==> src/rtl/gb_ppu_pkg.sv <==
// Shared PPU definitions: OAM geometry, sprite-queue slot layout and scan FSM states.
// Used by oam_scan_fsm (optional build macro OAM_SCAN_EARLY_EXIT_EN lives there).
package gb_ppu_pkg;

  localparam logic [15:0] OAM_BASE    = 16'hFE00;
  localparam int unsigned MAX_SPRITES = 10;
  localparam int unsigned NUM_OAM     = 40;
  localparam int unsigned OAM_BYTES   = NUM_OAM * 4;

  // One sprite-queue slot, MSB first: Y, X, tile, flags, OAM index.
  typedef struct packed {
    logic [7:0] y;
    logic [7:0] x;
    logic [7:0] tile;
    logic [7:0] flags;
    logic [7:0] oam_index;
  } sprite_entry_t;

  typedef enum logic [1:0] {
    StIdle,
    StScan,
    StDone
  } scan_state_e;

endpackage

==> src/rtl/sprite_line_match.sv <==
// Combinational test of whether a sprite with top coordinate Y covers line LY.
// Sprite Y is stored with a +16 bias, so the line is compared as LY+16 in 9 bits (no wrap).
module sprite_line_match (
  input  logic [7:0] ly_i,
  input  logic [7:0] y_i,
  input  logic       tall_i,
  output logic       match_o
);

  logic [8:0] line_biased;
  logic [8:0] top;
  logic [8:0] bottom;

  // Sprite covers biased rows [Y, Y+h) with h = 16 for 8x16 objects, else 8.
  always_comb begin
    line_biased = {1'b0, ly_i} + 9'd16;
    top         = {1'b0, y_i};
    bottom      = top + (tall_i ? 9'd16 : 9'd8);
    match_o     = (line_biased >= top) && (line_biased < bottom);
  end

endmodule

==> src/rtl/oam_scan_fsm.sv <==
// PPU mode-2 OAM scan: reads all 40 OAM entries and keeps up to 10 sprites that overlap the
// latched line. Optional macro OAM_SCAN_EARLY_EXIT_EN stops the scan once 10 sprites are held.
module oam_scan_fsm
  import gb_ppu_pkg::*;
(
  input  logic                                 clk,
  input  logic                                 rst,
  input  logic                                 start,
  output logic                                 done_out,
  input  logic          [7:0]                  oam_dout,
  output logic          [15:0]                 oam_a,
  output logic          [7:0]                  oam_din,
  output logic                                 oam_wr,
  input  logic          [7:0]                  LCDC,
  input  logic          [7:0]                  LY,
  output sprite_entry_t [MAX_SPRITES-1:0]      sprite_queue,
  output logic          [3:0]                  sprite_count,
  output logic          [7:0]                  mode_2_cycles
);

  localparam logic [3:0] MaxCnt   = 4'(MAX_SPRITES);
  localparam logic [7:0] LastByte = 8'(OAM_BYTES - 1);

  scan_state_e state_q, state_d;
  logic [7:0]  ly_q, ly_d;
  logic        obj_en_q, obj_en_d;
  logic        tall_q, tall_d;
  logic [15:0] oam_a_q, oam_a_d;
  logic        iss_q, iss_d;         // an address is being issued this cycle
  logic        rd_vld_q, rd_vld_d;   // oam_dout carries byte rd_idx_q this cycle
  logic [7:0]  rd_idx_q, rd_idx_d;
  logic [7:0]  y_q, y_d;
  logic [7:0]  x_q, x_d;
  logic [7:0]  tile_q, tile_d;
  sprite_entry_t [MAX_SPRITES-1:0] queue_q, queue_d;
  logic [3:0]  count_q, count_d;
  logic [7:0]  cyc_q, cyc_d;

  logic [7:0]  off;
  logic        eval;
  logic        match;
  logic        store;

  sprite_line_match u_match (
    .ly_i   (ly_q),
    .y_i    (y_q),
    .tall_i (tall_q),
    .match_o(match)
  );

  // Entry evaluation happens on the cycle its flags byte (byte 3) comes back.
  always_comb begin
    off   = oam_a_q[7:0];
    eval  = rd_vld_q && (rd_idx_q[1:0] == 2'd3);
    store = eval && match && obj_en_q && (count_q < MaxCnt);
  end

  // Next-state: start restarts from any state; SCAN issues addresses and collects sprites.
  always_comb begin
    state_d  = state_q;
    ly_d     = ly_q;
    obj_en_d = obj_en_q;
    tall_d   = tall_q;
    oam_a_d  = oam_a_q;
    iss_d    = iss_q;
    rd_vld_d = 1'b0;
    rd_idx_d = rd_idx_q;
    y_d      = y_q;
    x_d      = x_q;
    tile_d   = tile_q;
    queue_d  = queue_q;
    count_d  = count_q;
    cyc_d    = cyc_q;

    if (start) begin
      ly_d     = LY;
      obj_en_d = LCDC[1];
      tall_d   = LCDC[2];
      queue_d  = '0;
      count_d  = '0;
      oam_a_d  = OAM_BASE;
      iss_d    = 1'b1;
      cyc_d    = 8'd1;
      state_d  = StScan;
    end else begin
      unique case (state_q)
        StIdle: begin
        end
        StScan: begin
          if (cyc_q != 8'hFF) cyc_d = cyc_q + 8'd1;
          rd_vld_d = iss_q;
          rd_idx_d = off;
          if (iss_q) begin
            if (off == LastByte) iss_d = 1'b0;
            else                 oam_a_d = oam_a_q + 16'd1;
          end
          if (rd_vld_q) begin
            case (rd_idx_q[1:0])
              2'd0:    y_d    = oam_dout;
              2'd1:    x_d    = oam_dout;
              2'd2:    tile_d = oam_dout;
              default: ;
            endcase
          end
          if (store) begin
            queue_d[count_q] = sprite_entry_t'{
              y:         y_q,
              x:         x_q,
              tile:      tile_q,
              flags:     oam_dout,
              oam_index: {2'b00, rd_idx_q[7:2]}
            };
            count_d = count_q + 4'd1;
          end
          if (eval && (rd_idx_q == LastByte)) state_d = StDone;
`ifdef OAM_SCAN_EARLY_EXIT_EN
          // Queue full: stop reading right away and finish one cycle later.
          if (store && (count_q == MaxCnt - 4'd1)) begin
            iss_d   = 1'b0;
            oam_a_d = oam_a_q;
          end
          if (count_q == MaxCnt) begin
            iss_d   = 1'b0;
            state_d = StDone;
          end
`endif
        end
        StDone: begin
          state_d = StIdle;
        end
        default: begin
          state_d = StIdle;
        end
      endcase
    end
  end

  // State registers with synchronous reset; reset beats a coincident start.
  always_ff @(posedge clk) begin
    if (rst) begin
      state_q  <= StIdle;
      ly_q     <= '0;
      obj_en_q <= 1'b0;
      tall_q   <= 1'b0;
      oam_a_q  <= OAM_BASE;
      iss_q    <= 1'b0;
      rd_vld_q <= 1'b0;
      rd_idx_q <= '0;
      y_q      <= '0;
      x_q      <= '0;
      tile_q   <= '0;
      queue_q  <= '0;
      count_q  <= '0;
      cyc_q    <= '0;
    end else begin
      state_q  <= state_d;
      ly_q     <= ly_d;
      obj_en_q <= obj_en_d;
      tall_q   <= tall_d;
      oam_a_q  <= oam_a_d;
      iss_q    <= iss_d;
      rd_vld_q <= rd_vld_d;
      rd_idx_q <= rd_idx_d;
      y_q      <= y_d;
      x_q      <= x_d;
      tile_q   <= tile_d;
      queue_q  <= queue_d;
      count_q  <= count_d;
      cyc_q    <= cyc_d;
    end
  end

  assign done_out      = (state_q == StDone);
  assign oam_a         = oam_a_q;
  assign oam_din       = 8'h00;
  assign oam_wr        = 1'b0;
  assign sprite_queue  = queue_q;
  assign sprite_count  = count_q;
  assign mode_2_cycles = cyc_q;

  logic unused_lcdc;
  assign unused_lcdc = ^{LCDC[7:3], LCDC[0]};

endmodule

==> config.mk <==
export PLATFORM = sky130hd
export DESIGN_NAME = oam_scan_fsm
export DESIGN_NICKNAME = d
export VERILOG_FILES = /design/src/rtl/gb_ppu_pkg.sv /design/src/rtl/sprite_line_match.sv /design/src/rtl/oam_scan_fsm.sv
export SDC_FILE = /design/constraint.sdc
export NUM_CORES = 1
export LEC_CHECK = 0
export BUFFER_PORTS_ARGS = -buffer_cell sky130_fd_sc_hd__buf_2
export CAP_MARGIN = 20
export CORE_AREA = 2 2 179 181
export CTS_CLUSTER_SIZE = 10
export DETAILED_ROUTE_END_ITERATION = 16
export DIE_AREA = 0 0 181 183
export PLACE_DENSITY_LB_ADDON = 0.08
export SLEW_MARGIN = 15
export SYNTH_ARGS = -nofsm -noshare
export SYNTH_HDL_FRONTEND = slang
export SYNTH_SLANG_ARGS = --single-unit
==> constraint.sdc <==
create_clock -name clk -period 5 [get_ports clk]
set_input_delay 1 -clock clk [delete_from_list [all_inputs] [get_ports clk]]
set_output_delay 1 -clock clk [all_outputs]
set_load 0.1 [all_outputs]
==> impl_metrics.env <==
export IMPL_yosysSeqAreaShare_pct=52.8
export IMPL_synthArstFlopShare_pct=0
export IMPL_synth_area_mm2=0.0172
export IMPL_worstPathRequired_ns=5.45
export IMPL_cts_tree="yes"
export IMPL_grt_pass1_wl_um=74500
export IMPL_slew_violations=0
export IMPL_htreeDepth=2
export IMPL_pin_count=465
export IMPL_overflow=0
export IMPL_worst_slack_ns=0.771
export IMPL_syn_instance_count=1684
export IMPL_post_dp_hpwl_um=33100
export IMPL_vias=13200
export IMPL_critical_path_max_fanout=38
export IMPL_dp_slack_ns=0.770
export IMPL_grt_total_usage_pct=28.8
export IMPL_yosysTopAreaCell="dfxtp_1"
export IMPL_reg2reg_slack_ns=0.77
export IMPL_path_class="reg -> reg"
export IMPL_yosysMostFrequentCell="dfxtp_1"
export IMPL_cts_sinks=454
export IMPL_grt_util_met1_pct=36.1
export IMPL_min_path_type="reg -> reg"
export IMPL_peakVddDrop_v=0.000273
export IMPL_combPwrFrac_pct=3.6
export IMPL_worst_slew_pin_slew_ns=0.999
export IMPL_yosys_warnings=0
export IMPL_dieHeight_um=183
export IMPL_startpoint_type="flip-flop"
export IMPL_rsz0062_at_grt="false"
export IMPL_pwr_share_seq_pct=51.7
export IMPL_post_route_period_util_pct=84.6
export IMPL_syn_avg_cell_area_um2=10.2
export IMPL_synth_distinct_cells=43
export IMPL_pwr_share_clk_pct=44.7
export IMPL_netlist_area_leader_share_pct=52.8
export IMPL_final_hold_viol_count=0
export IMPL_grtUsageMet2_pct=48.4
export IMPL_grt_max_degree=152
export IMPL_synth_ff_type="dfxtp_1"
export IMPL_grt_busiest_layer="met2"
export IMPL_use_met3_pct=6.83
export IMPL_ant_nets=0
export IMPL_cp_end_kind="flip-flop"
export IMPL_ys_ff_latch=454
export IMPL_synth_common_cells="dfxtp_1, nand2_1, mux2i_1"
export IMPL_cpMaxStageDelayCell="a211oi_4"
export IMPL_fmax_mhz=236
export IMPL_drc=0
export IMPL_crit_path_cell_trace="inv_1 > ha_1 > inv_1 > fa_1 > nor3_1 > xnor2_1 > ha_1 > a2111oi_2 > nand4_1 > a211oi_4 > buf_4 > nand3_4 > mux2i_1"
export IMPL_path_clk_slew_ns=0.06
export IMPL_antenna_found_initial=3
export IMPL_ctsHoldBuffers=0
export IMPL_cts_buffer_depth=3
export IMPL_postCtsSetupBuffers=0
export IMPL_start_util_pct=55.2
export IMPL_finalSetupViolCount=0
export IMPL_relSlewSlack_pct=33.4
export IMPL_routed_wirelength_um=49000
export IMPL_maxCapViolations=0
export IMPL_slowest_delay_ns=0.74
export IMPL_fill_cells=2571
export IMPL_port_buffers=429
export IMPL_switching_share_pct=22.1
export IMPL_intPower_w=0.00547
export IMPL_synth_area_top_cells="dfxtp_1, mux2i_1, nand2_1"
export IMPL_fp_coreArea_mm2=0.0312
export IMPL_power_per_cell_area_mw_per_mm2=338
export IMPL_wire_per_inst_um=19.7
export IMPL_die_area_mm2=0.0331
export IMPL_grt_pass1_vias=12700
export IMPL_power_leakage_nw=11.3
export IMPL_die_x_um=181
export IMPL_insertion_delay_ns=0.55
export IMPL_layout_drive_gt1_share_pct=24.8
export IMPL_drt_initial_drc_count=673
export IMPL_gp_congestion=0.864
export IMPL_switchingPower_w=0.00156
export IMPL_synthToLayoutAreaGrowth_pct=20.7
export IMPL_multi_input_area_mm2=0.00748
export IMPL_rows=65
export IMPL_clock_skew_ns=0.0116
export IMPL_synth_edf_count=0
export IMPL_fin_setup_tns_ns=0
export IMPL_fin_crit_ns=4.23
export IMPL_avgViaCountPerCell=5.32
export IMPL_cp_arrival_ns=4.68
export IMPL_seq_area_mm2=0.00909
export IMPL_root_buffer="clkbuf_16"
export IMPL_fin_nets=2126
export IMPL_cts_buffers=51
export IMPL_drt_pass1_iter_count=5
export IMPL_cts_resized=0
export IMPL_run_status="finished clean"
## critical path, delay by kind of cell, from the launching register on
kind	cells	cell delay, ns
multiplexers	1	0.37
adder cells (fa/ha/maj)	3	0.78
buffers and inverters	3	0.49
XOR/XNOR	1	0.10
AO/OA/AOI/OAI	2	1.03
AND/OR/NAND/NOR	3	0.99
flip-flops	1	0.35
## layer usage
| metal | share of wire (%) | up-vias | wire (um) |
|---|---|---|---|
| met5 | 0 | - | 0 |
| met4 | 3.8 | 0 | 1880 |
| met2 | 48 | 433 | 23300 |
| met3 | 6.8 | 103 | 3310 |
| met1 | 42 | 6364 | 20600 |
| li1 | - | 6314 | - |
## power by group through the flow
stage,Clock [W],Sequential [W],Combinational (W)
3_3_place_gp,0,0.00371,0.000251
5_1_grt,0.00333,0.00363,0.000272
2_1_floorplan,0,0.00372,0.000215
6_report,0.00314,0.00364,0.000255
4_1_cts,0.00319,0.00363,0.000255
3_5_place_dp,0,0.00371,0.000255
## flip-flops by register name (all words and copies together) (netlist names)
name,flops
obj_en_q,1
iss_q,1
sprite_queue,380
x_q,8
mode_2_cycles,8
y_q,8
state_q,2
sprite_count,4
oam_a,16
rd_idx_q,8
tile_q,8
rd_vld_q,1
ly_q,8
tall_q,1
## path summary, 6_finish.rpt
check / startpoint / endpoint / cells after the start
worst min register to register: sprite_queue[146] / sprite_queue[146] / 2
worst max register to register: tall_q / sprite_queue[360] / 13
worst max-delay path: tall_q / sprite_queue[360] / 13
worst min-delay path: sprite_queue[146] / sprite_queue[146] / 2
## area by class of cell
cell class | instances | area share [%]
Timing Repair Buffer | 446 | 11.2
Antenna cell | 3 | 0.0361
Sequential cell | 454 | 43.7
Inverter | 17 | 0.307
Tap cell | 402 | 2.42
Clock buffer | 56 | 6.27
Clock inverter | 1 | 0.0421
Multi-Input combinational cell | 1105 | 36.0
## cell families after synthesis
| logic type | after synthesis | share of synthesized area (%) |
|---|---|---|
| AOI/OAI and AO/OA | 42 | 1.47 |
| buffers and inverters | 153 | 4.98 |
| xor gates and xnor gates | 23 | 1.17 |
| DFF | 454 | 52.8 |
| and+or+nand+nor | 570 | 13.6 |
| adders and majority gates | 24 | 1.79 |
| other | 1 | 0.0218 |
| muxes | 417 | 24.2 |
## placed cells by master (no fill, tap or decap), drive strengths merged, types with 14 or more instances in the layout
| cell type | instances |
|---|---|
| ha | 23 |
| nand3 | 17 |
| xor2 | 16 |
| o21ai | 14 |
| clkbuf | 56 |
| inv | 18 |
| nand4 | 15 |
| a21oi | 17 |
| dfxtp | 454 |
| nand2 | 441 |
| conb | 29 |
| buf | 446 |
| nor2 | 63 |
| mux2i | 417 |
## stage by stage
step                hold WS [ns]  cells  total power (W)  util (%)  instance area [um^2]
floorplan                  0.460   1712          0.00393         -                 17300
global placement           0.440   2424          0.00396      62.4                 19500
detailed placement         0.446   2424          0.00397      62.4                 19500
CTS                        0.453   2481          0.00708      66.6                 20800
global route               0.465   2484          0.00723      66.6                 20800
finish                     0.452   2484          0.00703      66.6                 20800
Note: power is estimated with default switching activity, not from simulation.
